===== config.mk =====
export PLATFORM = sky130hd
export DESIGN_NAME = serial_word_assembler
export DESIGN_NICKNAME = d
export VERILOG_FILES = /design/src/rtl/serial_word_assembler_pkg.sv /design/src/rtl/word_out_buffer.sv /design/src/rtl/serial_word_assembler.sv
export SDC_FILE = /design/constraint.sdc
export NUM_CORES = 1
export LEC_CHECK = 0
export BUFFER_PORTS_ARGS = -buffer_cell sky130_fd_sc_hd__buf_2
export CORE_UTILIZATION = 35
export DETAILED_ROUTE_END_ITERATION = 6
export GPL_ROUTABILITY_DRIVEN = 0
export HOLD_SLACK_MARGIN = 0.05
export MAX_ROUTING_LAYER = met4
export PLACE_DENSITY_LB_ADDON = 0.1
export SLEW_MARGIN = 5
export SYNTH_ARGS = -nofsm -noshare
export SYNTH_HDL_FRONTEND = slang
export SYNTH_SLANG_ARGS = --single-unit

===== constraint.sdc =====
create_clock -name clk -period 3.1 [get_ports clk]
set_clock_uncertainty 0.1 [all_clocks]
set_input_delay 0.62 -clock clk [delete_from_list [all_inputs] [get_ports clk]]
set_output_delay 0.62 -clock clk [all_outputs]
set_load 0.01 [all_outputs]

===== src/rtl/serial_word_assembler_pkg.sv =====
// Shared types and helpers for the serial word assembler and its output buffer.
package serial_word_assembler_pkg;

  typedef enum logic [1:0] {
    S_IDLE,
    S_SHIFT,
    S_PARITY
  } state_t;

  localparam int DEFAULT_WIDTH = 4;
  localparam int PARITY_MAX_W  = 64;

  // Even-parity bit for a word zero-extended to PARITY_MAX_W bits.
  function automatic logic even_parity(input logic [PARITY_MAX_W-1:0] data);
    return ^data;
  endfunction

endpackage


===== src/rtl/word_out_buffer.sv =====
// Single-entry holding register for assembled words: valid/ready toward the
// consumer, and a sticky overrun flag for words that arrive while one is held.
module word_out_buffer
  import serial_word_assembler_pkg::*;
#(
  parameter int WIDTH = DEFAULT_WIDTH
) (
  input  logic             clk,
  input  logic             rst_n,
  input  logic             load_valid,
  input  logic [WIDTH-1:0] load_word,
  input  logic             in_ready,
  input  logic             in_clr_overrun,
  output logic [WIDTH-1:0] out_word,
  output logic             out_valid,
  output logic             out_overrun
);

  logic [WIDTH-1:0] word_q, word_d;
  logic             valid_q, valid_d;
  logic             overrun_q, overrun_d;
  logic             accept;
  logic             drop;

  always_comb begin
    accept    = valid_q & in_ready;
    drop      = load_valid & valid_q & ~in_ready;
    word_d    = word_q;
    valid_d   = valid_q;
    overrun_d = overrun_q;

    // A word accepted this cycle frees the slot for a word completing now.
    if (load_valid && !drop) begin
      word_d  = load_word;
      valid_d = 1'b1;
    end else if (accept) begin
      valid_d = 1'b0;
    end

    if (drop) begin
      overrun_d = 1'b1;
    end else if (in_clr_overrun) begin
      overrun_d = 1'b0;
    end
  end

  always_ff @(posedge clk) begin
    if (!rst_n) begin
      word_q    <= '0;
      valid_q   <= 1'b0;
      overrun_q <= 1'b0;
    end else begin
      word_q    <= word_d;
      valid_q   <= valid_d;
      overrun_q <= overrun_d;
    end
  end

  assign out_word    = word_q;
  assign out_valid   = valid_q;
  assign out_overrun = overrun_q;

endmodule


===== src/rtl/serial_word_assembler.sv =====
// Collects an MSB-first serial bit stream into WIDTH-bit words and hands them to
// word_out_buffer. Define SERIAL_WORD_ASSEMBLER_PARITY_CHECK_EN for a trailing even-parity bit.
module serial_word_assembler
  import serial_word_assembler_pkg::*;
#(
  parameter int WIDTH = DEFAULT_WIDTH,
  parameter int CNT_W = $clog2(WIDTH)
) (
  input  logic             clk,
  input  logic             rst_n,
  input  logic             in_bit,
  input  logic             in_bit_valid,
  input  logic             in_sync,
  input  logic             in_ready,
  input  logic             in_clr_overrun,
  output logic [WIDTH-1:0] out_word,
  output logic             out_valid,
  output logic             out_overrun,
  output logic             out_parity_err
);

`ifdef SERIAL_WORD_ASSEMBLER_PARITY_CHECK_EN
  localparam int SHIFT_W = WIDTH;
`else
  localparam int SHIFT_W = WIDTH - 1;
`endif

  state_t           state_q, state_d;
  logic [CNT_W-1:0] cnt_q, cnt_d;
  logic [SHIFT_W-1:0] shift_q, shift_d;
  logic             done_valid;
  logic [WIDTH-1:0] done_word;
`ifdef SERIAL_WORD_ASSEMBLER_PARITY_CHECK_EN
  logic             parity_err_q, parity_err_d;
`endif

  always_comb begin
    state_d    = state_q;
    cnt_d      = cnt_q;
    shift_d    = shift_q;
    done_valid = 1'b0;
    done_word  = {shift_q[WIDTH-2:0], in_bit};
`ifdef SERIAL_WORD_ASSEMBLER_PARITY_CHECK_EN
    parity_err_d = 1'b0;
`endif

    // A sync restarts the frame; a bit arriving with it is the first of the new one.
    if (in_sync) begin
      state_d = S_IDLE;
      cnt_d   = '0;
      if (in_bit_valid) begin
        shift_d = (shift_q << 1) | SHIFT_W'(in_bit);
        cnt_d   = CNT_W'(1);
        state_d = S_SHIFT;
      end
    end else if (in_bit_valid) begin
      unique case (state_q)
        S_IDLE: begin
          shift_d = (shift_q << 1) | SHIFT_W'(in_bit);
          cnt_d   = CNT_W'(1);
          state_d = S_SHIFT;
        end
        S_SHIFT: begin
          shift_d = (shift_q << 1) | SHIFT_W'(in_bit);
          if (cnt_q == CNT_W'(WIDTH - 1)) begin
            cnt_d = '0;
`ifdef SERIAL_WORD_ASSEMBLER_PARITY_CHECK_EN
            state_d = S_PARITY;
`else
            state_d    = S_IDLE;
            done_valid = 1'b1;
`endif
          end else begin
            cnt_d = cnt_q + CNT_W'(1);
          end
        end
`ifdef SERIAL_WORD_ASSEMBLER_PARITY_CHECK_EN
        S_PARITY: begin
          state_d   = S_IDLE;
          done_word = shift_q;
          if (in_bit == even_parity(PARITY_MAX_W'(shift_q))) begin
            done_valid = 1'b1;
          end else begin
            parity_err_d = 1'b1;
          end
        end
`endif
        default: begin
          state_d = S_IDLE;
          cnt_d   = '0;
        end
      endcase
    end
  end

  always_ff @(posedge clk) begin
    if (!rst_n) begin
      state_q <= S_IDLE;
      cnt_q   <= '0;
      shift_q <= '0;
`ifdef SERIAL_WORD_ASSEMBLER_PARITY_CHECK_EN
      parity_err_q <= 1'b0;
`endif
    end else begin
      state_q <= state_d;
      cnt_q   <= cnt_d;
      shift_q <= shift_d;
`ifdef SERIAL_WORD_ASSEMBLER_PARITY_CHECK_EN
      parity_err_q <= parity_err_d;
`endif
    end
  end

`ifdef SERIAL_WORD_ASSEMBLER_PARITY_CHECK_EN
  assign out_parity_err = parity_err_q;
`else
  assign out_parity_err = 1'b0;
`endif

  word_out_buffer #(
    .WIDTH(WIDTH)
  ) u_word_out_buffer (
    .clk           (clk),
    .rst_n         (rst_n),
    .load_valid    (done_valid),
    .load_word     (done_word),
    .in_ready      (in_ready),
    .in_clr_overrun(in_clr_overrun),
    .out_word      (out_word),
    .out_valid     (out_valid),
    .out_overrun   (out_overrun)
  );

endmodule

==> out/metrics.yaml, run 1 <==
timing:
  grt_setup_unrepaired: "no"
  fmax_mhz: 696
  finalSetupTns_ns: 0
  timing.final.max_slew_violations: 0
  setup_viol: 0
  hold_viol_final: 0
  post-route-period-util: 0.463
  post-route-min-period_ns: 1.44
synth:
  ys_seq_elements: 12
  avgSynthCellArea_um2: 10.4
  ys_seq_area_frac: 0.442
  synth.area.top_cells: "dfxtp_1, mux2i_1, nand2_1"
  yosysUniqueCellTypes: 23
  synth_top_area_share: 0.442
  synth_nets: 60
  netlist_instances: 52
  yosys.area.top_type: "dfxtp_1"
  yosys_warnings: 0
  synth_area_um2: 543
critical_path:
  cp_num_buf_inv: 1
  reg2reg_slack_ns: 1.79
  path_depth: 1
  worstPathCellList: "buf_2"
  crit_arrival_ns: 0.72
  r2r_cells: 4
  crit_slowest_cell: "dfxtp_1"
  worstPathMaxFanout: 2
  cp_top_family: "flip-flops"
  critPathLaunch: "u_word_out_buffer.out_word[3]"
  cp-start-kind: "flop"
  worst_ep_required_time_ns: 2.38
  critPathMaxStageDelay_ns: 0.33
  cp-end-kind: "output pin"
  worstSetupPathType: "reg -> out"
  r2r_start: "cnt_q[0]"
final_layout:
  fillers: 143
  seq_area_um2: 240
  num_antenna_cells: 0
  drive_gt1_frac: 0.302
  nets: 73
  syn2layout_area_growth_pct: 12.2
  multi_input_area_um2: 264
  final_cells: 78
grt:
  antenna_found_initial: 0
  grt_usage: 0.129
  grt_max_degree: 17
  grt_pass1_wl_mm: 1.32
  grt_pass1_vias: 310
  overflow: 0
detailed_routing:
  viasPerCell: 4.87
  first_iter_violations: 5
  detail-route-antenna-nets: 0
  num_vias: 380
  drc: 0
  firstDrtPassIters: 4
  avgRoutedWirePerCell_um: 11.1
  routed_wl_um: 868
pwr:
  power.ir.vdd_worst_uv: 187
  powerDensity_nw_per_um2: 444
  leakagePower_nw: 0.279
placed_design:
  dp.cells: 75
  hpwl_um: 631
  io_buffers: 12
clock_network:
  numCtsBuffers: 3
  cts-root-buf: "clkbuf_4"
  h-tree-depth: 1
  hold_buffers: 0
  cts_tree: "yes"
  clockBufferDepth: 2
  cts_resized: 0
  clock_sinks: 12
  postCtsSetupRepairBufs: 0
  clk_pin_slew_ns: 0.07
  clk_latency_ns: 0.26
min_path:
  min_path_type: "reg -> reg"
  hold_depth: 2
  min_from: "u_word_out_buffer.out_word[0]"
job:
  drv_cap: 0
floorplanning:
  core_region_area_um2: 1370
  initial_core_util: 0.397
  fp.dieW_um: 41.4
  ioPinCount: 14
  fp-row-count: 13
  die_area_um2: 1710
  die-height_um: 41.4
outcome:
  status: "completed"
[state kept, by name, summed over array words and instances (netlist names)]
signal,cells
u_word_out_buffer.out_word,4
shift_q,3
cnt_q,2
state_q,1
u_word_out_buffer.out_overrun,1
u_word_out_buffer.out_valid,1
[worst reg2reg max path, cell delays in order (launching register included)]
cell and delay [ns]:
dfxtp_1 0.34, ha_1 0.21, nand4b_4 0.12, nor2b_2 0.27, mux2i_1 0.21
[where the power goes]
group	internal, W	total [W]	switching (W)
Clock	0.0000448	0.0000905	0.0000457
Combinational	0.00000993	0.0000199	0.00000994
Sequential	0.000157	0.000160	0.00000274
Total	0.000212	0.000270	0.0000584
[layout make-up]
cell class	count	share of cell area
Tap cell	15	0.0308
Sequential cell	12	0.394
Clock buffer	3	0.0370
Multi-Input combinational cell	35	0.433
Timing Repair Buffer	12	0.0986
Inverter	1	0.00616
[cells by family after synthesis]
group	after synthesis	share of synthesized area
flops	12	0.442
simple gates	20	0.237
fa+ha+maj	1	0.0230
buf+inv	5	0.0714
other cells	1	0.00691
mux	7	0.129
compound gates	6	0.0899
[worst paths after layout]
kind                                                 endpoint
worst min-delay path            u_word_out_buffer.out_word[0]
worst max register to register  u_word_out_buffer.out_word[2]
worst max-delay path                              out_word[3]
worst min register to register  u_word_out_buffer.out_word[0]
[metrics by stage]
stage	worst slack [ns]	util	total power (W)	hold WS [ns]	area (um^2)
CTS	1.65	0.446	0.000278	0.357	609
detailed placement	1.47	0.429	0.000184	0.344	587
global placement	1.46	0.429	0.000184	0.351	587
global route	1.60	0.446	0.000286	0.373	609
floorplan	1.68	-	0.000179	0.337	543
finish	1.66	0.446	0.000270	0.352	609
[Yosys cell counts]
cell,instances
or2_2,1
inv_1,1
nand2b_1,1
dfxtp_1,12
ha_1,1
o211a_1,1
and2_1,1
nand4b_4,1
conb_1,1
and2b_1,1
o22ai_1,1
nor2b_2,1
nor2b_1,4
buf_6,2
o21a_1,1
nand2_1,8
a21boi_2,1
a21boi_0,1
buf_4,1
buf_2,1
nor3b_1,2
a31oi_1,1
mux2i_1,7
[metal layers]
layer	part of all wire	vias up	GRT usage
met3	0.066	2	0.0479
li1	-	195	-
met2	0.41	11	0.152
met1	0.51	172	0.170
met4	0.012	0	0.0968
met5	0	-	-
[placed cells by master, fill, tap and decap left out]
cell type	synthesis	routed
mux2i_1	7	7
nor2b_1	4	4
o22ai_1	1	1
nor3b_1	2	2
or2_2	1	1
o211a_1	1	1
nand2_1	8	8
clkbuf_4	0	3
ha_1	1	1
a21boi_0	1	1
dfxtp_1	12	12
a21boi_2	1	1
nand2b_1	1	1
inv_1	1	1
conb_1	1	1
and2b_1	1	1
a31oi_1	1	1
o21a_1	1	1
buf_2	1	12
nor2b_2	1	1
nand4b_4	1	1
and2_1	1	1
(Power assumes the default switching activity.)
==> inputs of run 2 (changes only) <==
Settings changed: ABC_AREA from default to 1.
Clock period 3.1 ns to 1.2 ns, I/O delays scaled along.
==> out/metrics.yaml, run 2 <==
grt:
  grt_max_degree: 10
  grt_pass1_vias: 356
  grt_usage: 0.111
  overflow: 0
  grt_pass1_wl_mm: 1.44
  antenna_found_initial: 0
critical_path:
  worst_ep_required_time_ns: 1.32
  cp-start-kind: "flop"
  worstPathMaxFanout: 5
  worstSetupPathType: "reg -> reg"
  crit_arrival_ns: 1.24
  cp-end-kind: "flop"
final_layout:
  drive_gt1_frac: 0.272
  nets: 101
  largest_register_ff_count: 4
  seq_area_um2: 240
  final_cells: 107
  syn2layout_area_growth_pct: 21.5
  final_cell_mix: "inv_1, nand2_1, dfxtp_1, buf_2"
  multi_input_area_um2: 233
  num_antenna_cells: 0
  fillers: 140
  final_area_um2: 671
  layout_commonest_cell: "inv_1"
synth:
  synth_top_area_share: 0.435
  ys_seq_elements: 12
  avgSynthCellArea_um2: 7.26
  synth_nets: 84
  yosys_warnings: 0
  yosysUniqueCellTypes: 18
  yosys.area.top_type: "dfxtp_1"
  postSynth.asyncResetShare: 0
  ys_seq_area_frac: 0.435
  synth.area.top_cells: "dfxtp_1, inv_1, nand2_1"
  synth_area_um2: 552
  netlist_instances: 76
  synth-edff-count: 0
  ys.flop_type: "dfxtp_1"
  synth.most_common_cell: "inv_1"
  synthTopCellsByCount: "inv_1, nand2_1, dfxtp_1"
job:
  drv_cap: 0
floorplanning:
  fp-row-count: 13
  core_region_area_um2: 1380
  die-height_um: 41.7
  ioPinCount: 14
  fp.dieW_um: 41.7
  die_area_um2: 1740
  initial_core_util: 0.399
detailed_routing:
  first_iter_violations: 9
  firstDrtPassIters: 2
  routed_wl_um: 854
  drc: 0
  num_vias: 462
  detail-route-antenna-nets: 0
  avgRoutedWirePerCell_um: 7.98
  viasPerCell: 4.32
clock_network:
  hold_buffers: 0
  cts_tree: "yes"
  cts-root-buf: "clkbuf_4"
  cts_resized: 0
  h-tree-depth: 1
  clk_pin_slew_ns: 0.08
  numCtsBuffers: 3
  clockBufferDepth: 2
  clock_sinks: 12
  clk_latency_ns: 0.28
  postCtsSetupRepairBufs: 0
pwr:
  powerDensity_nw_per_um2: 1190
  leakagePower_nw: 0.330
  power.ir.vdd_worst_uv: 735
outcome:
  status: "completed"
timing:
  fmax_mhz: 898
  hold_slack_ns: 0.115
  post-route-period-util: 0.928
  setup_viol: 0
  timing.final.max_slew_violations: 0
  finalSetupTns_ns: 0
  post-route-min-period_ns: 1.11
  hold_viol_final: 0
  grt_setup_unrepaired: "no"
min_path:
  min_path_type: "in -> reg"
placed_design:
  hpwl_um: 671
  dp.cells: 103
  placedInstanceArea_um2: 627
  io_buffers: 12
## run 2: power by group
part	internal (W)	switching, W	leakage (nW)	total [W]
logic	0.0000252	0.0000362	0.212	0.0000614
registers	0.000409	0.00000564	0.0979	0.000415
clock network	0.000185	0.000134	0.0210	0.000319
total	0.000619	0.000176	0.330	0.000795
## run 2: area by class of cell
cell class	instances	area share
tap	15	0.0280
multi-input combinational	44	0.347
sequential	12	0.358
inverter	18	0.101
timing repair buffer	14	0.112
clock buffer	4	0.0541
## run 2: final timing paths
path	slack, ns	end	startpoint	depth (start not counted)
setup / recovery	0.09	u_word_out_buffer.out_word[2]	cnt_q[0]	7
hold / removal	0.11	u_word_out_buffer.out_overrun	in_clr_overrun	4
setup reg to reg	0.09	u_word_out_buffer.out_word[2]	cnt_q[0]	7
hold reg to reg	0.37	cnt_q[1]	cnt_q[1]	2
## run 2: metrics by stage
stage | utilization | worst slack, ns | total power [W]
floorplan | - | 0.0832 | 0.000464
global placement | 0.453 | 0.0323 | 0.000485
detailed placement | 0.453 | 0.0108 | 0.000485
CTS | 0.480 | 0.0137 | 0.000806
global route | 0.485 | 0.00485 | 0.000836
finish | 0.485 | 0.0861 | 0.000795
## run 2: logic make-up (layout without fill, tap and decap cells)
| logic type | after synthesis | in the layout | synth area share |
|---|---|---|---|
| other | 1 | 1 | 0.00680 |
| buffers and inverters | 20 | 36 | 0.156 |
| flip-flops | 12 | 12 | 0.435 |
| AO/OA/AOI/OAI | 11 | 11 | 0.0998 |
| adder cells (fa/ha/maj) | 1 | 1 | 0.0227 |
| AND/OR/NAND/NOR | 31 | 31 | 0.279 |
## run 2: worst max-delay path, stage by stage (launching register included)
cell and delay [ns]:
dfxtp_1 0.34, ha_1 0.18, nand2_2 0.09, inv_2 0.08, nand3_4 0.09, nand2_1 0.08, inv_1 0.04, nor2_1 0.08
## run 2: layer usage
layer  global-route usage  share of wire  vias to the layer above
met2                0.166           0.41                       12
li1                     -              -                      260
met3               0.0652          0.068                        0
met1                0.131           0.52                      190
met5                    -              0                        -
met4               0.0194              0                        0
